**config.mk**
```make
export PLATFORM = sky130hd
export DESIGN_NAME = upstream_sink
export DESIGN_NICKNAME = d
export VERILOG_FILES = /design/src/rtl/xswitch_pkg.sv /design/src/rtl/sync_fifo.sv /design/src/rtl/upstream_sink.sv
export SDC_FILE = /design/constraint.sdc
export NUM_CORES = 1
export LEC_CHECK = 0
export CORE_MARGIN = 2
export CORE_UTILIZATION = 50
export CTS_CLUSTER_SIZE = 8
export DETAILED_ROUTE_END_ITERATION = 8
export PLACE_DENSITY = 0.73
export SLEW_MARGIN = 20
export SYNTH_ARGS = -nofsm -noshare
export SYNTH_HDL_FRONTEND = slang
export SYNTH_SLANG_ARGS = --single-unit
export TNS_END_PERCENT = 1
```
**constraint.sdc**
```tcl
create_clock -name clk -period 5.7 [get_ports clk]
set_input_delay 0.57 -clock clk [delete_from_list [all_inputs] [get_ports clk]]
set_output_delay 0.57 -clock clk [all_outputs]
set_load 0.005 [all_outputs]
```
**src/rtl/xswitch_pkg.sv**
```systemverilog
// xswitch_pkg: definitions shared by the xswitch endpoints.
// Contents: port count, default widths, the stream word layout, the sink
// control-state encoding and helpers that split an address into source and
// destination port fields.
package xswitch_pkg;

  localparam int NUM_PORTS  = 4;
  localparam int DATA_W_DEF = 8;
  localparam int ADDR_W_DEF = 8;
  localparam int PORT_W     = 4;

  // One buffered transfer; the FIFO word uses the same {addr, data} layout.
  typedef struct packed {
    logic [ADDR_W_DEF-1:0] addr;
    logic [DATA_W_DEF-1:0] data;
  } stream_word_t;

  typedef enum logic {
    ST_ACCEPT = 1'b0,
    ST_FULL   = 1'b1
  } sink_state_e;

  function automatic logic [PORT_W-1:0] src_of(input logic [ADDR_W_DEF-1:0] addr);
    return addr[7:4];
  endfunction

  function automatic logic [PORT_W-1:0] dst_of(input logic [ADDR_W_DEF-1:0] addr);
    return addr[3:0];
  endfunction

endpackage

```
**src/rtl/sync_fifo.sv**
```systemverilog
// sync_fifo: single-clock FIFO with power-of-two depth.
// Ports:
//   clk, reset       rising-edge clock, async active-high reset (drops contents)
//   push, wdata      write wdata this edge (ignored when full)
//   pop              advance the head this edge (ignored when empty)
//   rdata            current head entry (valid while !empty)
//   full, empty      occupancy decodes
//   count            occupancy, 0..DEPTH
module sync_fifo
  import xswitch_pkg::*;
#(
  parameter int WIDTH = 16,
  parameter int DEPTH = 4
) (
  input  logic                     clk,
  input  logic                     reset,
  input  logic                     push,
  input  logic                     pop,
  input  logic [WIDTH-1:0]         wdata,
  output logic [WIDTH-1:0]         rdata,
  output logic                     full,
  output logic                     empty,
  output logic [$clog2(DEPTH):0]   count
);

  localparam int PTR_W = $clog2(DEPTH);
  localparam int CNT_BITS = PTR_W + 1;

  logic [WIDTH-1:0]    mem_r [DEPTH];
  logic [PTR_W-1:0]    wr_ptr_r;
  logic [PTR_W-1:0]    rd_ptr_r;
  logic [CNT_BITS-1:0] count_r;
  logic                push_s;
  logic                pop_s;

  assign full   = (count_r == CNT_BITS'(DEPTH));
  assign empty  = (count_r == {CNT_BITS{1'b0}});
  assign count  = count_r;
  assign rdata  = mem_r[rd_ptr_r];
  assign push_s = push && !full;
  assign pop_s  = pop && !empty;

  // Pointer and occupancy state; pointers wrap naturally because DEPTH is 2**PTR_W.
  always_ff @(posedge clk or posedge reset) begin
    if (reset) begin
      wr_ptr_r <= {PTR_W{1'b0}};
      rd_ptr_r <= {PTR_W{1'b0}};
      count_r  <= {CNT_BITS{1'b0}};
    end else begin
      if (push_s) wr_ptr_r <= wr_ptr_r + PTR_W'(1);
      if (pop_s)  rd_ptr_r <= rd_ptr_r + PTR_W'(1);
      case ({push_s, pop_s})
        2'b10:   count_r <= count_r + CNT_BITS'(1);
        2'b01:   count_r <= count_r - CNT_BITS'(1);
        default: count_r <= count_r;
      endcase
    end
  end

  // Storage array; not reset since the pointers define which entries are live.
  always_ff @(posedge clk) begin
    if (push_s) mem_r[wr_ptr_r] <= wdata;
  end

endmodule

```
**src/rtl/upstream_sink.sv**
```systemverilog
// upstream_sink: consuming end of one xswitch output stream.
// Ports:
//   clk, reset                 rising-edge clock, async active-high reset
//   us_valid/us_data/us_addr   transfer from the switch ({src, dst} address)
//   us_ready                   sink can accept (registered-state decode only)
//   drain_en                   consumer pops one entry when the FIFO is non-empty
//   pop_valid/pop_data/pop_addr registered popped entry, pop_valid pulses one cycle
//   pkt_count                  saturating per-source counters, source i at [i*CNT_W +: CNT_W]
//   err_dst, err_src           sticky address-error flags
//   clear_stats                synchronous clear of counters and flags
module upstream_sink
  import xswitch_pkg::*;
#(
  parameter int DATA_W  = DATA_W_DEF,
  parameter int ADDR_W  = ADDR_W_DEF,
  parameter int DEPTH   = 4,
  parameter int NUM_SRC = NUM_PORTS,
  parameter int CNT_W   = 16,
  parameter int MY_PORT = 0
) (
  input  logic                     clk,
  input  logic                     reset,
  input  logic                     us_valid,
  input  logic [DATA_W-1:0]        us_data,
  input  logic [ADDR_W-1:0]        us_addr,
  output logic                     us_ready,
  input  logic                     drain_en,
  output logic                     pop_valid,
  output logic [DATA_W-1:0]        pop_data,
  output logic [ADDR_W-1:0]        pop_addr,
  output logic [NUM_SRC*CNT_W-1:0] pkt_count,
  output logic                     err_dst,
  output logic                     err_src,
  input  logic                     clear_stats
);

  localparam int CNT_BITS = $clog2(DEPTH) + 1;
  localparam int WORD_W   = ADDR_W + DATA_W;

  sink_state_e         state_r;
  sink_state_e         state_nx_s;
  logic [WORD_W-1:0]   head_s;
  logic                fifo_full_s;
  logic                fifo_empty_s;
  logic [CNT_BITS-1:0] count_s;
  logic                push_s;
  logic                pop_s;
  logic [PORT_W-1:0]   src_s;
  logic [PORT_W-1:0]   dst_s;
  logic [CNT_W-1:0]    cnt_r [NUM_SRC];
  logic                err_dst_r;
  logic                err_src_r;

  assign us_ready = (state_r == ST_ACCEPT);
  // The full term is redundant with the state decode; it keeps a corrupted
  // state register from ever overwriting a live entry.
  assign push_s   = us_valid && us_ready && !fifo_full_s;
  assign pop_s    = drain_en && !fifo_empty_s;
  assign src_s    = src_of(us_addr);
  assign dst_s    = dst_of(us_addr);
  assign err_dst  = err_dst_r;
  assign err_src  = err_src_r;

  sync_fifo #(
    .WIDTH (WORD_W),
    .DEPTH (DEPTH)
  ) u_fifo (
    .clk   (clk),
    .reset (reset),
    .push  (push_s),
    .pop   (pop_s),
    .wdata ({us_addr, us_data}),
    .rdata (head_s),
    .full  (fifo_full_s),
    .empty (fifo_empty_s),
    .count (count_s)
  );

  for (genvar g = 0; g < NUM_SRC; g++) begin : g_cnt_out
    assign pkt_count[g*CNT_W +: CNT_W] = cnt_r[g];
  end

  // Control state register.
  always_ff @(posedge clk or posedge reset) begin
    if (reset) state_r <= ST_ACCEPT;
    else       state_r <= state_nx_s;
  end

  // Next state: enter FULL on a push-only edge that fills the last slot, leave on any pop.
  always_comb begin
    state_nx_s = state_r;
    case (state_r)
      ST_ACCEPT: begin
        if (push_s && !pop_s && (count_s == CNT_BITS'(DEPTH - 1))) state_nx_s = ST_FULL;
        else                                                      state_nx_s = ST_ACCEPT;
      end
      ST_FULL: begin
        if (pop_s) state_nx_s = ST_ACCEPT;
        else       state_nx_s = ST_FULL;
      end
      default: state_nx_s = ST_ACCEPT;
    endcase
  end

  // Pop output registers; data/addr hold their last value between pops.
  always_ff @(posedge clk or posedge reset) begin
    if (reset) begin
      pop_valid <= 1'b0;
      pop_data  <= {DATA_W{1'b0}};
      pop_addr  <= {ADDR_W{1'b0}};
    end else if (pop_s) begin
      pop_valid <= 1'b1;
      pop_data  <= head_s[DATA_W-1:0];
      pop_addr  <= head_s[DATA_W +: ADDR_W];
    end else begin
      pop_valid <= 1'b0;
    end
  end

  // Statistics; clear_stats wins over a same-edge transfer, which is then not counted.
  always_ff @(posedge clk or posedge reset) begin
    if (reset) begin
      for (int i = 0; i < NUM_SRC; i++) cnt_r[i] <= {CNT_W{1'b0}};
      err_dst_r <= 1'b0;
      err_src_r <= 1'b0;
    end else if (clear_stats) begin
      for (int i = 0; i < NUM_SRC; i++) cnt_r[i] <= {CNT_W{1'b0}};
      err_dst_r <= 1'b0;
      err_src_r <= 1'b0;
    end else if (push_s) begin
      if (int'(src_s) < NUM_SRC) begin
        for (int i = 0; i < NUM_SRC; i++) begin
          if ((int'(src_s) == i) && (cnt_r[i] != {CNT_W{1'b1}})) cnt_r[i] <= cnt_r[i] + CNT_W'(1);
        end
      end else begin
        err_src_r <= 1'b1;
      end
      if (dst_s != PORT_W'(MY_PORT)) err_dst_r <= 1'b1;
    end
  end

endmodule
```
==> reports/qor.yml, run 1 <==
status:
  status: "completed"
timing:
  relSlewSlack_pct: 40.6
  fin_setup_tns_ns: 0
  setup_viol: 0
  fin_crit_ns: 2.73
  finClkSkew_ns: 0.00852
  hold_ws_ns: 0.479
  finalMaxSlewViolations: 0
  finalHoldViolCount: 0
  tightestPinTransition_ns: 0.891
  post-route-period-util_pct: 47.9
  fmax_ghz: 0.366
  rsz0062_at_grt: "no"
placed_design:
  dp.cells: 853
  placement.io_buffers: 104
  dp_hpwl_mm: 10.3
  gp_congestion: 0.836
worst_setup_path:
  path_class: "in -> reg"
  crit_path_top_delay_cell: "clkdlybuf4s50_1"
  rr_worst_depth: 7
  critPathMaxStageDelay_ns: 0.57
  required_ns: 6.01
  critical_path.startpoint: "us_addr[5]"
  cp_max_fo: 14
  setup.worst_path.end_class: "flip-flop"
  r2r_slack_ns: 3.03
  cp-start-kind: "input pin"
  path_cells: "clkdlybuf4s50_1 > nor3b_1 > nand3_1 > nor3_1 > nand4_1 > mux2_1"
  critPathArrivalTime_ns: 3.04
  reg2reg_from: "u_fifo.count[2]$_DFFE_PP0P_"
  r2r-end: "u_fifo.count[1]$_DFFE_PP0P_"
clocking:
  post_cts_buffers: 0
  cts_tree: "yes"
  post_cts_resized: 0
  postCtsHoldBufs: 0
  htree_levels: 4
  clock-root-buffer: "clkbuf_16"
  cts_made_buffers: 17
  worstSkewPairLatency_ns: 0.43
  clock_path_buffers: 2
  path_clk_slew_ns: 0.06
  numClockSinks: 155
yosys:
  synthCells: 587
  syn_avg_cell_area_sq_um: 11.9
  ys_types: 52
  synth_seq_area_share_pct: 60.1
  synthArstFlopShare_pct: 58.7
  synth_warnings: 0
  synth_edf_count: 64
  synth_nets: 618
  syn-cell-area_sq_um: 6990
  synth-seq-cells: 155
  ys.flop_type: "dfrtp_1"
floorplan:
  dieArea_sq_um: 14900
  start_util_pct: 50.7
  dieHeight_um: 122
  rows: 43
  die_width_um: 122
  ioPinCount: 105
  fp.coreArea_sq_um: 13800
finish:
  diodes: 0
  postLayoutCoreUtil_pct: 64.4
  area_growth_pct: 26.9
  fin_cells: 885
  nets: 723
  final_common_cell: "clkdlybuf4s50_1"
  nFillCells: 1067
  drive_gt1_share_pct: 9.08
  layout_common_cells: "clkdlybuf4s50_1, dfrtp_1, nand2_1"
global_route:
  grt_max_degree: 74
  grt_pass1_wl_mm: 25.0
  grt_pass1_vias: 4972
  track_usage_pct: 21.7
  antenna_found_initial: 0
  grt.overflow.total: 0
worst_hold_path:
  whs_endpoint: "pop_data[6]$_DFFE_PP0N_"
  min_from: "pop_data[6]$_DFFE_PP0N_"
  hp-class: "reg -> reg"
  worst_hold_path.num_cells: 2
routing:
  drc_errors: 0
  wl_per_cell_um: 17.7
  vias: 4988
  vias_per_cell: 5.64
  drtIter0Drc: 421
  ant_nets: 0
  dr.pass1.iters: 5
  drt-total-wl_mm: 15.7
pwr:
  p_leak_nw: 3.33
  p_total_mw: 3.41
  vdd_drop_max_v: 0.000224
  powerDensity_nw_per_um2: 385
job:
  drv_cap: 0
[synth_stat cells, drive strengths merged, types with 2 or more instances]
master / instances / area (sq um)
nor4: 27 / 169
nand2: 72 / 270
a31o: 2 / 17.5
or3: 3 / 18.8
a21bo: 2 / 20.0
nor3: 16 / 85.1
and3b: 2 / 17.5
a31oi: 4 / 25.0
buf: 6 / 35.0
o21ai: 9 / 45.0
nor2: 63 / 236
nand3: 25 / 125
and3: 10 / 62.6
nor3b: 4 / 30.0
a21oi: 13 / 65.1
or4: 2 / 15.0
a2111oi: 2 / 17.5
mux4: 16 / 360
edfxtp: 64 / 1920
nor4b: 3 / 26.3
and2: 5 / 33.8
nand2b: 4 / 25.0
nand4: 20 / 125
nand4b: 2 / 17.5
dfrtp: 91 / 2280
clkbuf: 18 / 67.6
ha: 9 / 113
a311oi: 2 / 35.0
xor2: 2 / 17.5
inv: 15 / 56.3
xnor2: 49 / 429
nor2b: 5 / 31.3
and4: 4 / 37.5
mux2: 4 / 45.0
[metrics by stage]
| step | setup WS, ns | area (sq um) |
|---|---|---|
| floorplan | 2.77 | 6990 |
| global placement | 2.64 | 8190 |
| detailed placement | 2.55 | 8190 |
| CTS | 2.98 | 8860 |
| global route | 2.75 | 8860 |
| finish | 2.97 | 8860 |
[logic make-up (layout without fill, tap and decap cells)]
| logic type | after synthesis | in the layout | share of synthesized area, % |
|---|---|---|---|
| AO/OA/AOI/OAI | 38 | 38 | 3.76 |
| flip-flops | 155 | 155 | 60.1 |
| AND/OR/NAND/NOR | 272 | 272 | 19.6 |
| buffers and inverters | 40 | 158 | 2.33 |
| XOR/XNOR | 51 | 51 | 6.39 |
| multiplexers | 21 | 21 | 5.94 |
| adder cells (fa/ha/maj) | 10 | 10 | 1.90 |
[final cells by class]
type / instances / area [sq um] / share of cell area, %
Multi-Input combinational cell: 392 / 2630 / 29.6
Tap cell: 180 / 225 / 2.54
Sequential cell: 155 / 4200 / 47.4
Clock inverter: 13 / 238 / 2.68
Inverter: 16 / 61.3 / 0.692
Timing Repair Buffer: 110 / 1080 / 12.2
Clock buffer: 19 / 433 / 4.88
[state kept, by name (all words and copies together), names as in the netlist]
register and count:
pop_data 8, err_dst 1, u_fifo.count 3, u_fifo.wr_ptr_r 2, pkt_count 64, pop_valid 1, u_fifo.mem_r 64, state_r 1
err_src 1, u_fifo.rd_ptr_r 2, pop_addr 8
[worst max-delay path: cells and delay by family]
kind	cells	cell delay [ns]
muxes	1	0.33
buffers and inverters	1	0.57
and+or+nand+nor	4	1.56
[routing by layer]
| metal | share of wire, % | vias to the layer above | GRT usage, % |
|---|---|---|---|
| met5 | 0 | - | 0 |
| met4 | 1.4 | 0 | 7.90 |
| met3 | 5.5 | 20 | 6.09 |
| met2 | 51 | 133 | 36.7 |
| met1 | 42 | 2502 | 26.7 |
| li1 | - | 2333 | - |
[how the worst max path moves through the flow]
stage	end	slack, ns	depth (start not counted)
6_report	pkt_count[59]$_DFFE_PP0P_	2.97	6
4_1_cts	pkt_count[59]$_DFFE_PP0P_	2.98	6
2_1_floorplan	err_dst$_DFFE_PP0P_	2.77	1
3_3_place_gp	pkt_count[59]$_DFFE_PP0P_	2.64	6
3_5_place_dp	pkt_count[59]$_DFFE_PP0P_	2.55	6
5_1_grt	pkt_count[59]$_DFFE_PP0P_	2.75	6
[report_power, final]
part / internal [mW] / leakage [nW] / switching, mW
Clock: 0.828 / 0.322 / 0.456
Sequential: 1.36 / 1.81 / 0.140
Combinational: 0.332 / 1.20 / 0.295
Total: 2.52 / 3.33 / 0.890
(Power assumes the default switching activity.)
==> run 2, diff against run 1 <==
- CORE_UTILIZATION: 50 -> 49
- PLACE_DENSITY: 0.73 -> 0.74
- clock period: 5.7 -> 2.35 ns (I/O delays scaled with it)
==> run 2 against run 1 <==
Net effect: largest cell class unchanged; sequential cell count did not move; count of clock-buffer cells in the layout fell by 2; sequential share of layout area fell by 1.4 points; non-clock buffer count rose by 39.
==> reports/qor.yml, run 2 (synthesis results as in run 1) <==
routing:
  drt-total-wl_mm: 15.8  # was 15.7 mm
  wl_per_cell_um: 17.1  # was 17.7 um
  drtIter0Drc: 446  # was 421
  vias_per_cell: 5.58  # was 5.64
  dr.pass1.iters: 5  # unchanged
  ant_nets: 0  # unchanged
  drc_errors: 0  # unchanged
  vias: 5155  # was 4988
worst_setup_path:
  path_class: "reg -> reg"  # was in -> reg
  reg2reg_from: "u_fifo.count[0]$_DFFE_PP0P_"  # was u_fifo.count[2]$_DFFE_PP0P_
  setup.worst_path.end_class: "flip-flop"  # unchanged
  rr_worst_depth: 9  # was 7
  critPathArrivalTime_ns: 2.52  # was 3.04 ns
  setup.worst_path.end: "u_fifo.count[2]$_DFFE_PP0P_"  # was pkt_count[59]$_DFFE_PP0P_
  cp_max_fo: 4  # was 14
  critical_path.startpoint: "u_fifo.count[0]$_DFFE_PP0P_"  # was us_addr[5]
  r2r_slack_ns: 0.17  # was 3.03 ns
  required_ns: 2.70  # was 6.01 ns
  r2r-end: "u_fifo.count[2]$_DFFE_PP0P_"  # was u_fifo.count[1]$_DFFE_PP0P_
  cp-start-kind: "flip-flop"  # was input pin
floorplan:
  die_width_um: 123  # was 122 um
  dieHeight_um: 123  # was 122 um
  fp.coreArea_sq_um: 13900  # was 13800 sq um
  dieArea_sq_um: 15200  # was 14900 sq um
  rows: 43  # unchanged
  start_util_pct: 50.3  # was 50.7%
  ioPinCount: 105  # unchanged
timing:
  relSlewSlack_pct: 57.7  # was 40.6%
  fmax_ghz: 0.459
  setup_ws_ns: 0.173  # was 2.97 ns
  rsz0062_at_grt: "no"  # unchanged
  fin_crit_ns: 2.18
  finalHoldViolCount: 0  # unchanged
  post-route-period-util_pct: 92.6
  setup_viol: 0  # unchanged
  finalMaxSlewViolations: 0  # unchanged
  tightestPinTransition_ns: 0.634  # was 0.891 ns
  finClkSkew_ns: 0.00868  # was 0.00852 ns
clocking:
  cts_made_buffers: 17  # unchanged
  postCtsHoldBufs: 0  # unchanged
  clock-root-buffer: "clkbuf_16"  # unchanged
  numClockSinks: 155  # unchanged
  path_clk_slew_ns: 0.06  # about the same
  post_cts_buffers: 0  # unchanged
  cts_tree: "yes"  # unchanged
  post_cts_resized: 0  # unchanged
  htree_levels: 4  # unchanged
  clock_path_buffers: 2  # unchanged
  worstSkewPairLatency_ns: 0.43  # about the same
global_route:
  grt_max_degree: 35  # was 74
  grt-busiest-layer: "met2"  # unchanged
  grt_pass1_wl_mm: 25.8  # was 25.0 mm
  use_met3_pct: 5.77  # was 6.09%
  grt_pass1_vias: 5288  # was 4972
  antenna_found_initial: 0  # unchanged
  track_usage_pct: 22.3  # was 21.7%
  grt_use_met1_pct: 27.7  # was 26.7%
  met2_usage_pct: 37.6  # was 36.7%
  grt.overflow.total: 0  # unchanged
placed_design:
  placement.io_buffers: 104  # unchanged
  dp.cells: 892  # was 853
  dp_hpwl_mm: 10.8  # was 10.3 mm
  dpl_cell_area_sq_um: 8510  # was 8190 sq um
  place_ws_ns: -0.0175  # was 2.55 ns
  gp_congestion: 0.886  # was 0.836
finish:
  nets: 762  # was 723
  final_common_cell: "clkdlybuf4s50_1"  # unchanged
  layout_common_cells: "clkdlybuf4s50_1, dfrtp_1, nand2_1"  # unchanged
  area_growth_pct: 30.6  # was 26.9%
  fin_cells: 924  # was 885
  diodes: 0  # unchanged
  drive_gt1_share_pct: 14.1  # was 9.08%
  design_area_sq_um: 9130  # was 8860 sq um
pwr:
  powerDensity_nw_per_um2: 888  # was 385 nW/um^2
  p_leak_nw: 3.50  # was 3.33 nW
  vdd_drop_max_v: 0.000659  # was 0.000224 V
status:
  status: "completed"  # unchanged
worst_hold_path:
  hp-class: "in -> async"  # was reg -> reg
job:
  drv_cap: 0  # unchanged
run 2: cell types whose count changed in the layout (fill, tap and decap cells not counted):
cell	before	now
dfrtp_2	1	0
buf_4	6	43
clkbuf_1	2	0
clkinv_4	1	2
dfrtp_1	90	91
buf_12	0	2
clkinvlp_4	1	3
bufinv_16	6	3
clkinv_2	1	3
clkinv_1	2	1
inv_8	1	2
run 2: cell type report:
cell class                 instances  area (sq um)
clock inverter                    15           186
multi-input combinational        392          2630
tap                              180           225
inverter                          16          63.8
fill                            1050          4760
sequential                       155          4200
clock buffer                      17           425
timing repair buffer             149          1400
run 2: critical path: stages (launching register included):
cell	delay (ns)
dfrtp_1	0.44
or3b_1	0.40
and2_1	0.18
inv_1	0.06
ha_1	0.17
inv_1	0.06
fa_1	0.37
xor2_1	0.15
nor2_1	0.11
xor2_1	0.16
run 2: power by group:
part,total (mW),switching (mW),internal (mW)
registers,3.55,0.245,3.30
clock network,2.84,1.15,1.69
logic,1.72,0.815,0.909
run 2: layer usage:
metal | wire length [um] | up-vias
met5 | 0 | -
met4 | 340 | 0
met2 | 8010 | 157
met3 | 854 | 31
met1 | 6630 | 2556
li1 | - | 2411
run 2: how the worst min path moves through the flow:
stage / slack (ns) / start / endpoint / cells after the start
2_1_floorplan: 0.33 / us_data[0] / u_fifo.mem_r[0][0]$_DFFE_PP_ / 0
3_3_place_gp: 0.46 / pop_data[1]$_DFFE_PP0N_ / pop_data[1]$_DFFE_PP0N_ / 2
3_5_place_dp: 0.46 / pop_data[3]$_DFFE_PP0N_ / pop_data[3]$_DFFE_PP0N_ / 2
4_1_cts: 0.14 / reset / pkt_count[36]$_DFFE_PP0P_ / 2
5_1_grt: 0.15 / reset / pkt_count[36]$_DFFE_PP0P_ / 2
6_report: 0.14 / reset / pkt_count[36]$_DFFE_PP0P_ / 2
run 2: metrics by stage:
stage          util, %  hold WS [ns]  power [mW]  TNS, ns
6_report          65.7         0.141        8.11        0
5_1_grt           65.7         0.151        8.53        0
4_1_cts           65.7         0.137        8.19        0
3_5_place_dp      61.3         0.462        5.34  -0.0175
3_3_place_gp      61.3         0.457        5.25        0
2_1_floorplan        -         0.334        4.56   -0.154
==> run 3, diff against run 2 <==
- CORE_UTILIZATION: 49 -> 40
- PLACE_DENSITY: 0.74 -> 0.62
==> run 3 against run 2 <==
Net effect: count of clock-buffer cells in the layout is 1 higher; total power is 2.2% lower; clock power is 6% lower; wire length is 2.5% lower; sequential cell count stayed put; clock skew is 0.00054 ns higher; critical endpoint unchanged; highest routed layer unchanged.
==> reports/qor.yml, run 3 (synthesis results as in run 1) <==
placed_design:
  placement.io_buffers: 104  # unchanged
  dpl_cell_area_sq_um: 8510  # about the same
  place_ws_ns: -0.0384  # was -0.0175 ns
  gp_congestion: 0.844  # was 0.886
  dp_hpwl_mm: 10.4  # was 10.8 mm
routing:
  routed.top_layer: "met4"  # unchanged
  dr.pass1.iters: 4  # was 5
  wl_met2_mm: 7.69  # was 8.01 mm
  wl_met1_mm: 6.73  # was 6.63 mm
  vias_per_cell: 5.23  # was 5.58
  vias: 5019  # was 5155
  drt-total-wl_mm: 15.4  # was 15.8 mm
  met3WireLength_um: 869  # was 854 um
  wl_per_cell_um: 16.1  # was 17.1 um
  drc_errors: 0  # unchanged
  ant_nets: 0  # unchanged
  drtIter0Drc: 315  # was 446
floorplan:
  ioPinCount: 105  # unchanged
  rows: 48  # was 43
  dieArea_sq_um: 18500  # was 15200 sq um
  start_util_pct: 40.7  # was 50.3%
  dieHeight_um: 136  # was 123 um
  fp.coreArea_sq_um: 17200  # was 13900 sq um
  die_width_um: 136  # was 123 um
timing:
  tightestPinTransition_ns: 0.694  # was 0.634 ns
  post-route-period-util_pct: 93.0  # was 92.6%
  fin_crit_ns: 2.19  # was 2.18 ns
  finalHoldViolCount: 0  # unchanged
  finClkSkew_ns: 0.00921  # was 0.00868 ns
  setup_viol: 0  # unchanged
  setup_ws_ns: 0.164  # was 0.173 ns
  finalMaxSlewViolations: 0  # unchanged
  fmax_ghz: 0.457  # was 0.459 GHz
  rsz0062_at_grt: "no"  # unchanged
  relSlewSlack_pct: 53.8  # was 57.7%
worst_setup_path:
  cp_max_fo: 4  # unchanged
  rr_worst_depth: 9  # unchanged
  setup.worst_path.end_class: "flip-flop"  # unchanged
  crit_path_top_delay_cell: "dfrtp_1"  # unchanged
  critical_path.startpoint: "u_fifo.count[0]$_DFFE_PP0P_"  # unchanged
  worstSetupPathDepth: 9  # unchanged
  cp-start-kind: "flip-flop"  # unchanged
  r2r_slack_ns: 0.16  # was 0.17 ns
  path_class: "reg -> reg"  # unchanged
  cp_top_family: "simple AND/OR/NAND/NOR gates"  # unchanged
  required_ns: 2.69  # was 2.70 ns
  reg2reg_from: "u_fifo.count[0]$_DFFE_PP0P_"  # unchanged
  cp_num_buf_inv: 2  # unchanged
  path_cells: "or3b_1 > and2_1 > inv_1 > ha_1 > inv_1 > fa_1 > xor2_1 > nor2_1 > xor2_1"  # unchanged
  setup.worst_path.end: "u_fifo.count[2]$_DFFE_PP0P_"  # unchanged
  critPathArrivalTime_ns: 2.52  # about the same
  r2r-end: "u_fifo.count[2]$_DFFE_PP0P_"  # unchanged
  critPathMaxStageDelay_ns: 0.42  # was 0.44 ns
clocking:
  worstSkewPairLatency_ns: 0.42  # was 0.43 ns
  cts_made_buffers: 17  # unchanged
  cts_tree: "yes"  # unchanged
  htree_levels: 4  # unchanged
  post_cts_buffers: 0  # unchanged
  clock_path_buffers: 2  # unchanged
  post_cts_resized: 0  # unchanged
  postCtsHoldBufs: 0  # unchanged
  clock-root-buffer: "clkbuf_16"  # unchanged
  numClockSinks: 155  # unchanged
  path_clk_slew_ns: 0.07  # was 0.06 ns
pwr:
  vdd_drop_max_v: 0.000454  # was 0.000659 V
  p_leak_nw: 3.44  # was 3.50 nW
  powerDensity_nw_per_um2: 872  # was 888 nW/um^2
finish:
  final_common_cell: "clkdlybuf4s50_1"  # unchanged
  nFillCells: 1522  # was 1050
  design_area_sq_um: 9090  # was 9130 sq um
  nets: 752  # was 762
  multi_input_area_sq_um: 2630  # unchanged
  diodes: 0  # unchanged
  area_growth_pct: 30.1  # was 30.6%
  layout_common_cells: "clkdlybuf4s50_1, dfrtp_1, nand2_1"  # unchanged
  drive_gt1_share_pct: 12.9  # was 14.1%
  seq_area_sq_um: 4200  # unchanged
global_route:
  grt.overflow.total: 0  # unchanged
  grt_max_degree: 92  # was 35
  grt_pass1_wl_mm: 25.7  # was 25.8 mm
  antenna_found_initial: 0  # unchanged
  track_usage_pct: 17.8  # was 22.3%
  grt_pass1_vias: 5047  # was 5288
status:
  status: "completed"  # unchanged
job:
  drv_cap: 0  # unchanged
worst_hold_path:
  hp-class: "in -> async"  # unchanged
run 3: cell type report:
cell class / count / area share (%)
clock buffers: 18 / 4.83
clock inverters: 14 / 1.60
inverters: 16 / 0.702
multi-input cells: 392 / 28.9
flip-flops and latches: 155 / 46.2
well taps: 225 / 3.10
repair buffers: 139 / 14.7
run 3: worst min path at each step:
stage / end / slack, ns / from / cells past startpoint
6_report: pkt_count[26]$_DFFE_PP0P_ / 0.30 / reset / 3
5_1_grt: pkt_count[26]$_DFFE_PP0P_ / 0.35 / reset / 3
4_1_cts: u_fifo.rd_ptr_r[0]$_DFFE_PP0P_ / 0.32 / reset / 3
3_5_place_dp: pop_addr[4]$_DFFE_PP0N_ / 0.46 / pop_addr[4]$_DFFE_PP0N_ / 2
3_3_place_gp: pop_data[0]$_DFFE_PP0N_ / 0.46 / pop_data[0]$_DFFE_PP0N_ / 2
2_1_floorplan: u_fifo.mem_r[0][0]$_DFFE_PP_ / 0.33 / us_data[0] / 0
run 3: power breakdown:
group	internal, mW	switching, mW	total, mW	leakage [nW]
Clock	1.52	1.16	2.68	0.279
Sequential	3.30	0.216	3.52	1.81
Combinational	0.916	0.819	1.74	1.35
run 3: metal layers:
layer	vias to the layer above	GRT usage [%]
met4	0	6.08
met1	2495	22.3
met5	-	0
li1	2387	-
met2	122	29.9
met3	15	4.62
run 3: per-stage QoR:
step / hold WS [ns] / setup TNS (ns) / std cells / util (%) / power [mW]
4_1_cts: 0.320 / 0 / 959 / 52.9 / 8.06
3_5_place_dp: 0.462 / -0.0780 / 927 / 49.5 / 5.35
6_report: 0.302 / 0 / 959 / 52.9 / 7.93
3_3_place_gp: 0.457 / -0.0120 / 927 / 49.5 / 5.28
2_1_floorplan: 0.334 / -0.154 / 587 / - / 4.56
5_1_grt: 0.353 / 0 / 959 / 52.9 / 8.38
run 3: worst reg2reg max path: cells and delay by family, from the launching register on:
kind | cells | cell delay [ns]
adder cells (fa/ha/maj) | 2 | 0.54
AND/OR/NAND/NOR | 3 | 0.72
XOR/XNOR | 2 | 0.31
flip-flops | 1 | 0.42
buffers and inverters | 2 | 0.11
